## src/rtl/seq_magnitude_comparator.sv

```systemverilog
// ---------------------------------------------------------------------------
// seq_magnitude_comparator
//
// Multi-cycle magnitude comparator. Two WIDTH-bit operands are latched on an
// accepted start and compared MSB-first, CHUNK bits per clock, in either
// signed (two's-complement) or unsigned mode. The walk stops on the first
// chunk that differs, so done arrives after k edges (1 <= k <= NCHUNK).
//
// Ports
//   clk        in   1      clock, rising edge
//   reset      in   1      asynchronous, active-high reset
//   start      in   1      request; accepted only when busy==0
//   a          in   WIDTH  operand A, sampled on the accepting edge
//   b          in   WIDTH  operand B, sampled on the accepting edge
//   is_signed  in   1      1 = two's-complement compare, 0 = unsigned
//   busy       out  1      comparison in progress
//   done       out  1      result valid; held until the next accepted start
//   lt         out  1      A < B  (valid while done)
//   eq         out  1      A == B (valid while done)
//   gt         out  1      A > B  (valid while done)
// ---------------------------------------------------------------------------
module seq_magnitude_comparator #(
    parameter int WIDTH = 32,
    parameter int CHUNK = 4
) (
    input  logic             clk,
    input  logic             reset,
    input  logic             start,
    input  logic [WIDTH-1:0] a,
    input  logic [WIDTH-1:0] b,
    input  logic             is_signed,
    output logic             busy,
    output logic             done,
    output logic             lt,
    output logic             eq,
    output logic             gt
);

    localparam int NCHUNK = WIDTH / CHUNK;
    localparam int IDXW   = (NCHUNK > 1) ? $clog2(NCHUNK) : 1;
    localparam logic [IDXW-1:0] IDX_TOP = IDXW'(NCHUNK - 1);

    // Reject parameter combinations that cannot be split into whole chunks.
    generate
        if (WIDTH < 2) begin : g_bad_width
            $error("seq_magnitude_comparator: WIDTH must be >= 2");
        end
        if ((CHUNK < 1) || (WIDTH % CHUNK != 0)) begin : g_bad_chunk
            $error("seq_magnitude_comparator: WIDTH must be a multiple of CHUNK");
        end
    endgenerate

    typedef enum logic [1:0] {
        IDLE = 2'd0,
        BUSY = 2'd1,
        DONE = 2'd2
    } state_t;

    state_t                          state, state_next;
    logic [WIDTH-1:0]                a_reg, a_next;
    logic [WIDTH-1:0]                b_reg, b_next;
    logic                            signed_reg, signed_next;
    logic [IDXW-1:0]                 idx, idx_next;
    logic                            busy_next, done_next;
    logic                            lt_next, eq_next, gt_next;

    // Viewing the latched operands as arrays of chunks lets the walk select
    // the current slice with a plain index instead of a multiplied offset.
    logic [NCHUNK-1:0][CHUNK-1:0]    a_chunks, b_chunks;
    logic [CHUNK-1:0]                chunk_a, chunk_b;
    logic                            sign_split;

    assign a_chunks = a_reg;
    assign b_chunks = b_reg;
    assign chunk_a  = a_chunks[idx];
    assign chunk_b  = b_chunks[idx];

    // In signed mode a sign-bit difference decides the result outright: the
    // negative operand is the smaller one, whatever the rest of the top chunk.
    assign sign_split = signed_reg && (idx == IDX_TOP) &&
                        (a_reg[WIDTH-1] != b_reg[WIDTH-1]);

    // Next-state and next-output logic. Every register holds its value by
    // default; a start from IDLE or DONE reloads the operands and clears the
    // result, and each BUSY cycle either resolves the compare or steps down
    // one chunk.
    always_comb begin
        state_next  = state;
        a_next      = a_reg;
        b_next      = b_reg;
        signed_next = signed_reg;
        idx_next    = idx;
        busy_next   = busy;
        done_next   = done;
        lt_next     = lt;
        eq_next     = eq;
        gt_next     = gt;

        case (state)
            IDLE, DONE: begin
                if (start) begin
                    a_next      = a;
                    b_next      = b;
                    signed_next = is_signed;
                    idx_next    = IDX_TOP;
                    busy_next   = 1'b1;
                    done_next   = 1'b0;
                    lt_next     = 1'b0;
                    eq_next     = 1'b0;
                    gt_next     = 1'b0;
                    state_next  = BUSY;
                end
            end

            BUSY: begin
                if (sign_split) begin
                    lt_next    = a_reg[WIDTH-1];
                    gt_next    = ~a_reg[WIDTH-1];
                    busy_next  = 1'b0;
                    done_next  = 1'b1;
                    state_next = DONE;
                end else if (chunk_a != chunk_b) begin
                    lt_next    = (chunk_a < chunk_b);
                    gt_next    = (chunk_a > chunk_b);
                    busy_next  = 1'b0;
                    done_next  = 1'b1;
                    state_next = DONE;
                end else if (idx == '0) begin
                    eq_next    = 1'b1;
                    busy_next  = 1'b0;
                    done_next  = 1'b1;
                    state_next = DONE;
                end else begin
                    idx_next   = idx - IDXW'(1);
                end
            end

            default: begin
                state_next = IDLE;
                busy_next  = 1'b0;
                done_next  = 1'b0;
                lt_next    = 1'b0;
                eq_next    = 1'b0;
                gt_next    = 1'b0;
            end
        endcase
    end

    // State, operand and result registers. Reset abandons any compare in
    // flight; all outputs come straight from these flops.
    always_ff @(posedge clk or posedge reset) begin
        if (reset) begin
            state      <= IDLE;
            a_reg      <= '0;
            b_reg      <= '0;
            signed_reg <= 1'b0;
            idx        <= '0;
            busy       <= 1'b0;
            done       <= 1'b0;
            lt         <= 1'b0;
            eq         <= 1'b0;
            gt         <= 1'b0;
        end else begin
            state      <= state_next;
            a_reg      <= a_next;
            b_reg      <= b_next;
            signed_reg <= signed_next;
            idx        <= idx_next;
            busy       <= busy_next;
            done       <= done_next;
            lt         <= lt_next;
            eq         <= eq_next;
            gt         <= gt_next;
        end
    end

endmodule

```

## config.mk

```make
export PLATFORM = sky130hd
export DESIGN_NAME = seq_magnitude_comparator
export DESIGN_NICKNAME = d
export VERILOG_FILES = /design/src/rtl/seq_magnitude_comparator.sv
export SDC_FILE = /design/constraint.sdc
export NUM_CORES = 1
export LEC_CHECK = 0
export CELL_PAD_IN_SITES_DETAIL_PLACEMENT = 1
export CELL_PAD_IN_SITES_GLOBAL_PLACEMENT = 1
export CORE_MARGIN = 2
export CORE_UTILIZATION = 42
export CTS_CLUSTER_SIZE = 40
export DETAILED_ROUTE_END_ITERATION = 10
export HOLD_SLACK_MARGIN = 0.1
export PLACE_DENSITY = 0.77
export SKIP_LAST_GASP = 1
export SLEW_MARGIN = 20
export SYNTH_ARGS = -nofsm -noshare
export SYNTH_HDL_FRONTEND = slang
export SYNTH_SLANG_ARGS = --single-unit
```

## constraint.sdc

```tcl
create_clock -name clk -period 3.57 [get_ports clk]
set_input_delay 0.357 -clock clk [delete_from_list [all_inputs] [get_ports clk]]
set_output_delay 0.357 -clock clk [all_outputs]
set_load 0.02 [all_outputs]
```

# ---- Yosys cells after proc, flatten, opt, wreduce, memory -nomap -nowiden
# Index checks and enable logic that the tools add are counted.
dict set report totals {
  reg_bits 75
  latchBits 0
  mem_bits_rw 0
  mem_bits_ro 0
  in_bits 68
  output_inout_bits 5
  wordCells 71
  mem_count 0
}
dict set report op_classes {
  addsub 1
  n_mul 0
  div 0
  order_cmp 3
  n_eq_ne 12
  n_shift 0
  mux 33
  n_bitwise 1
  reduce_logical 11
}
# cell count
set ops {}
lappend ops {{4-bit binary-select mux with 3-bit select} 2}
lappend ops {{1-bit two-way mux} 14}
lappend ops {{3-bit two-way mux} 4}
lappend ops {{2-bit inequality test, second input constant} 5}
lappend ops {{1-bit one-hot mux with 2 select lines} 5}
lappend ops {{2-bit two-way mux} 4}
lappend ops {{4-bit two-way mux} 2}
lappend ops {{3-bit one-hot mux with 2 select lines} 1}
lappend ops {{2-bit AND reduction} 3}
lappend ops {{5-bit AND reduction} 1}
lappend ops {{4-bit > comparator} 1}
lappend ops {{3-bit by 4-bit < comparator with 1-bit output, second input constant} 1}
lappend ops {{4-bit < comparator} 1}
lappend ops {{4-bit inequality test} 1}
lappend ops {{4-bit inequality test, second input constant} 1}
lappend ops {{2-bit one-hot mux with 2 select lines} 1}
lappend ops {{4-bit AND reduction} 1}
lappend ops {{3-bit == test, second input constant} 1}
lappend ops {{3-bit logical NOT} 1}
lappend ops {{3-bit inequality test, second input constant} 1}
lappend ops {{3-bit by 1-bit subtractor with 3-bit output, second input constant} 1}
lappend ops {{2-bit by 1-bit == test with 1-bit output, second input constant} 1}
lappend ops {{2-bit == test, second input constant} 1}
lappend ops {{1-bit logical AND} 2}
lappend ops {{5 further kinds} 5}

# ---- Logic depth before layout (Yosys ltp)
dict set report logic_depth {
  ltp_word 6
  ltp_mapped 11
  ltp_nobuf 9
}

# ---- Worst setup path before layout
# Ideal clock, no wire load.
dict set report synth_timing {
  path_kind {flip-flop to flip-flop}
  from {register idx[1]}
  to {register idx[2]}
  setup_time_ps 126
  arrival_time_ps 2337
  t_required_ps 3444
  path_slack_ps 1107
  stages_incl_launch_ff 11
  n_path_buf 1
  period_less_slack_ps 2463
  cell_sequence {dfrtp_1 -> buf_2 -> mux4_2 -> nand2_1 -> nand2_1 -> ha_1 -> nand4_2 -> a21o_4 -> nor2_4 -> a21oi_1 -> a311o_1}
}
dict set report synth_between {
  elab_chain_len 5
  elab_cells_between_ends 18
  cone_classes {1 x add/sub; 5 x eq/ne; 8 x mux; 4 x reduce/logical}
}
# item line_no
set synth_lines {}
lappend synth_lines {{from (decl)} 63} ;# logic [IDXW-1:0] idx, idx_next;
lappend synth_lines {{from (signal assigned)} 168} ;# idx <= idx_next;
lappend synth_lines {{4-bit binary-select mux with 3-bit select (tied with other cells)} 75} ;# assign chunk_a = a_chunks[idx];
lappend synth_lines {{4-bit two-way mux (implied by the code) (tied with other cells)} 75}
lappend synth_lines {{4-bit inequality test (tied with other cells)} 122} ;# end else if (chunk_a != chunk_b) begin
lappend synth_lines {{2-bit inequality test (no line) or 3-bit two-way mux (tied branches)} -}
lappend synth_lines {{5-bit AND reduction (no line) or 3-bit one-hot mux with 2 select lines (tied branches)} -}
# Several ways; a longest one is shown, not always the timed one. The select of a mux whose other input is x is not followed.
# A chain may end at the register's enable or synchronous reset.

# ---- Worst setup path in the final report
dict set report layout_timing {
  from {register idx[0]}
  to {register idx[1]}
}
# The elaborated chain is that of the path after synthesis.

==> impl_summary.log <==
INFO  metric outcome = finished, final reports clean
INFO  metric port_buffers = 72
INFO  metric net-switching-power = 0.000778 W
INFO  metric areaGrowthSynthToFinish = 29.2%
INFO  metric floorplan.die_area = 9130 um^2
INFO  metric power.density = 580 nW/um^2
INFO  metric compound_gate_fraction_of_synth_area = 0.0337
INFO  metric track_usage = 0.186
INFO  metric synth.cell_area = around 3500 um^2
INFO  metric gate_count_of_the_mapped_netlist = roughly 240
INFO  metric drive_gt1_frac = 0.352
INFO  metric detail_route.first_pass.iterations = 4
INFO  metric synth_seq_area_share = 0.526
INFO  metric cellInternalPower = 0.00186 W
INFO  metric fin_hold_ws = 0.494 ns
INFO  metric max_cap_violations = 0
INFO  metric ys_ff_latch = 74
INFO  metric initialDrtViolationCount = 54
INFO  metric crit_path_end_kind = register
INFO  metric worst_setup_path_start_kind = register
INFO  metric vias_in_the_first_global_route = 2432
INFO  metric max_slew_violations = 0
INFO  metric final_area = 4550 um^2
INFO  metric ys_types = 37
INFO  metric core_region_area = about 8200 um^2
INFO  metric synthesis.yosys.warnings = 0
INFO  metric cp_data_arrival_time = 3.22 ns
INFO  metric timing.critical_path.from = idx[0]
INFO  metric synth_flop_cell = sky130_fd_sc_hd__dfrtp_1
INFO  metric synth_adder_area_share = 0.0249
INFO  metric async_reset_ff_frac = 1.00
INFO  metric post-route-drc-count = 0
INFO  metric die_w = 95.6 um
INFO  metric hold_start = eq
INFO  metric clock_sink_count = 74
INFO  metric tritoncts = yes
INFO  metric final.fill_count = around 800
INFO  metric initial_antenna_violation_count = 0
INFO  metric netlist_top_cells_area = sky130_fd_sc_hd__dfrtp_1, sky130_fd_sc_hd__mux2_2, sky130_fd_sc_hd__mux4_2
INFO  metric initial_core_utilization = 0.431
INFO  metric main_combinational_cell_family_by_area_after_synthesis = multiplexers
INFO  metric post-dp-hpwl = 5410 um
INFO  metric clock_tree.buffer_depth = 2
INFO  metric route.vias.total = 2183
INFO  metric share_of_synthesized_area_spent_on_multiplexers = 0.327
INFO  metric avgSynthCellArea = 15.0 um^2
INFO  metric clockPowerShare = 0.258
INFO  metric synth.net_count = 310
INFO  metric worstMarginPinSlew = between 0.9 and 1 ns
INFO  metric detailed_place.area = 4340 um^2
INFO  metric finish.utilization = 0.557
INFO  metric synthMostInstantiatedCell = sky130_fd_sc_hd__dfrtp_1
INFO  metric antenna_violating_nets_post_route = 0
INFO  metric timing.max_slew.rel_slack = 0.388
INFO  metric grt-ovfl-total = 0
INFO  metric viasPerCell = 5.20
INFO  metric critical_path_class = reg2reg
INFO  metric worst_skew_pair.late_latency = 0.35 ns
INFO  metric p_seq_frac = 0.443
INFO  metric worst_hold_path_type = reg2reg
INFO  metric synth_xor_area_frac = 0.00249
INFO  metric post-route-min-period = slightly below 3 ns
INFO  metric num_antenna_cells = 0
INFO  metric irDropWorstVdd = 0.230 mV
INFO  metric final.period_utilization = 0.824
INFO  metric clock_tree.root_cell = sky130_fd_sc_hd__clkbuf_8
INFO  metric cts_max_level = 3
INFO  metric worst-path-max-fanout = 11
INFO  metric cts_inserted_buffers = 9
INFO  metric final_routed_wirelength_across_all_metal_layers = ~7600 um
INFO  metric netlist.area_leader.share = 0.526
INFO  metric setup_repair_after_global_routing_missed_its_margin = no
INFO  metric io_pins = 73
INFO  metric globalplace.congestion = between 0.8 and 0.9
INFO  metric setup_fix_buffers_added_after_clock_tree_synthesis = 0
INFO  metric floorplan.die.height = around 96 um
INFO  metric holdBufCountCts = 0
INFO  metric clkTransAtPathRegs = 0.08 ns
INFO  metric placementRows = 33
INFO  metric synthSimpleGateAreaFrac = 0.0522
INFO  metric final.setup.tns = 0 ns
INFO  metric global_route_wire_length_before_repair = 12500 um
INFO  metric crit-reg2reg-launch = idx[0]
INFO  metric fmaxAchievable = between 300 and 400 MHz
INFO  metric leakagePower = 1.89 nW
INFO  metric routedWlPerCell = 18.0 um
INFO  metric final_report_hold_violation_count = 0
INFO  metric switching_share = 0.295
INFO  metric pin_count_of_the_biggest_net_entering_global_routing = 75
INFO  metric setup_violations = 0
INFO  metric comb_power_share = 0.299
INFO  metric fin_worst_skew = 0.0118 ns
INFO  metric final_net_count = between 300 and 400
INFO  metric synth_top_cell_by_area = sky130_fd_sc_hd__dfrtp_1
INFO  metric synth_commonest_cells = sky130_fd_sc_hd__dfrtp_1, sky130_fd_sc_hd__mux2_2, sky130_fd_sc_hd__mux4_2
INFO  metric number_of_flops_mapped_to_enable_cells_by_yosys = 0
INFO  metric count_of_cells_resized_by_post_cts_repair = 0
INFO  metric cp.required = 3.84 ns
[layout make-up]
class	count	area [um^2]	share of cell area
Tap cell	105	131	0.0289
Inverter	4	15.0	0.00330
Clock buffer	10	138	0.0302
Timing Repair Buffer	77	783	0.172
Multi-Input combinational cell	144	1560	0.343
Sequential cell	74	1850	0.407
Clock inverter	6	72.6	0.0159
[path summary, 6_finish.rpt]
kind                                end  depth (start not counted)  slack (ns)
max                              idx[1]                         10        0.63
max reg2reg                      idx[1]                         10        0.63
max in group asynchronous  b_chunks[16]                          3        2.37
min reg2reg                          eq                          1        0.49
min                                  eq                          1        0.49
min in group asynchronous   b_chunks[9]                          3        0.59
[power by group through the flow]
stage	sequential, W	combinational [W]	clock [W]
2_1_floorplan	0.00113	0.000586	0
3_3_place_gp	0.00118	0.000765	0
3_5_place_dp	0.00119	0.000789	0
4_1_cts	0.00117	0.000801	0.000701
5_1_grt	0.00120	0.000868	0.000736
6_report	0.00117	0.000789	0.000682
[metrics by stage]
| stage | total power (W) | std cells | setup slack [ns] |
|---|---|---|---|
| 2_1_floorplan | 0.00172 | 235 | 1.11 |
| 5_1_grt | 0.00280 | 420 | 0.383 |
| 3_3_place_gp | 0.00194 | 404 | 0.696 |
| 4_1_cts | 0.00267 | 420 | 0.603 |
| 3_5_place_dp | 0.00198 | 404 | 0.635 |
| 6_report | 0.00264 | 420 | 0.627 |
[per-layer routing]
layer,part of all wire,vias up,GRT usage,wire (um)
li1,-,1012,-,-
met1,0.43,1100,0.244,3260
met2,0.50,55,0.295,3780
met3,0.040,16,0.0379,301
met4,0.028,0,0.0881,208
met5,0,-,0,0
[critical path: stages, from the launching register on]
cell                      delay (ns)
sky130_fd_sc_hd__dfrtp_1        0.76
sky130_fd_sc_hd__buf_12         0.22
sky130_fd_sc_hd__mux4_2         0.49
sky130_fd_sc_hd__nand2_1        0.08
sky130_fd_sc_hd__nand2_1        0.06
sky130_fd_sc_hd__ha_1           0.28
sky130_fd_sc_hd__nand4_2        0.16
sky130_fd_sc_hd__a21o_4         0.25
sky130_fd_sc_hd__a21oi_2        0.15
sky130_fd_sc_hd__and2_2         0.21
sky130_fd_sc_hd__mux2i_1        0.19
[cells by family after synthesis]
| family | after synthesis |
|---|---|
| flip-flops | 74 |
| adder cells (fa/ha/maj) | 7 |
| multiplexers | 87 |
| AO/OA/AOI/OAI | 16 |
| buffers and inverters | 17 |
| XOR/XNOR | 1 |
| AND/OR/NAND/NOR | 33 |
[cells in the final DEF, fill, tap and decap left out, types with 2 or more instances in the layout]
master	Yosys	final
sky130_fd_sc_hd__nand2_1	13	13
sky130_fd_sc_hd__clkdlybuf4s50_1	0	72
sky130_fd_sc_hd__inv_6	0	2
sky130_fd_sc_hd__buf_12	0	2
sky130_fd_sc_hd__inv_1	3	2
sky130_fd_sc_hd__nor2_1	7	7
sky130_fd_sc_hd__mux4_2	16	16
sky130_fd_sc_hd__mux2i_1	6	6
sky130_fd_sc_hd__inv_2	1	2
sky130_fd_sc_hd__nor2b_1	3	2
sky130_fd_sc_hd__dfrtp_1	74	74
sky130_fd_sc_hd__a21oi_1	2	2
sky130_fd_sc_hd__buf_4	0	3
sky130_fd_sc_hd__clkbuf_8	0	10
sky130_fd_sc_hd__clkinv_4	0	2
sky130_fd_sc_hd__ha_1	7	7
sky130_fd_sc_hd__o21ai_0	4	4
sky130_fd_sc_hd__mux2_2	64	64
Note: power is estimated with default switching activity, not from simulation.
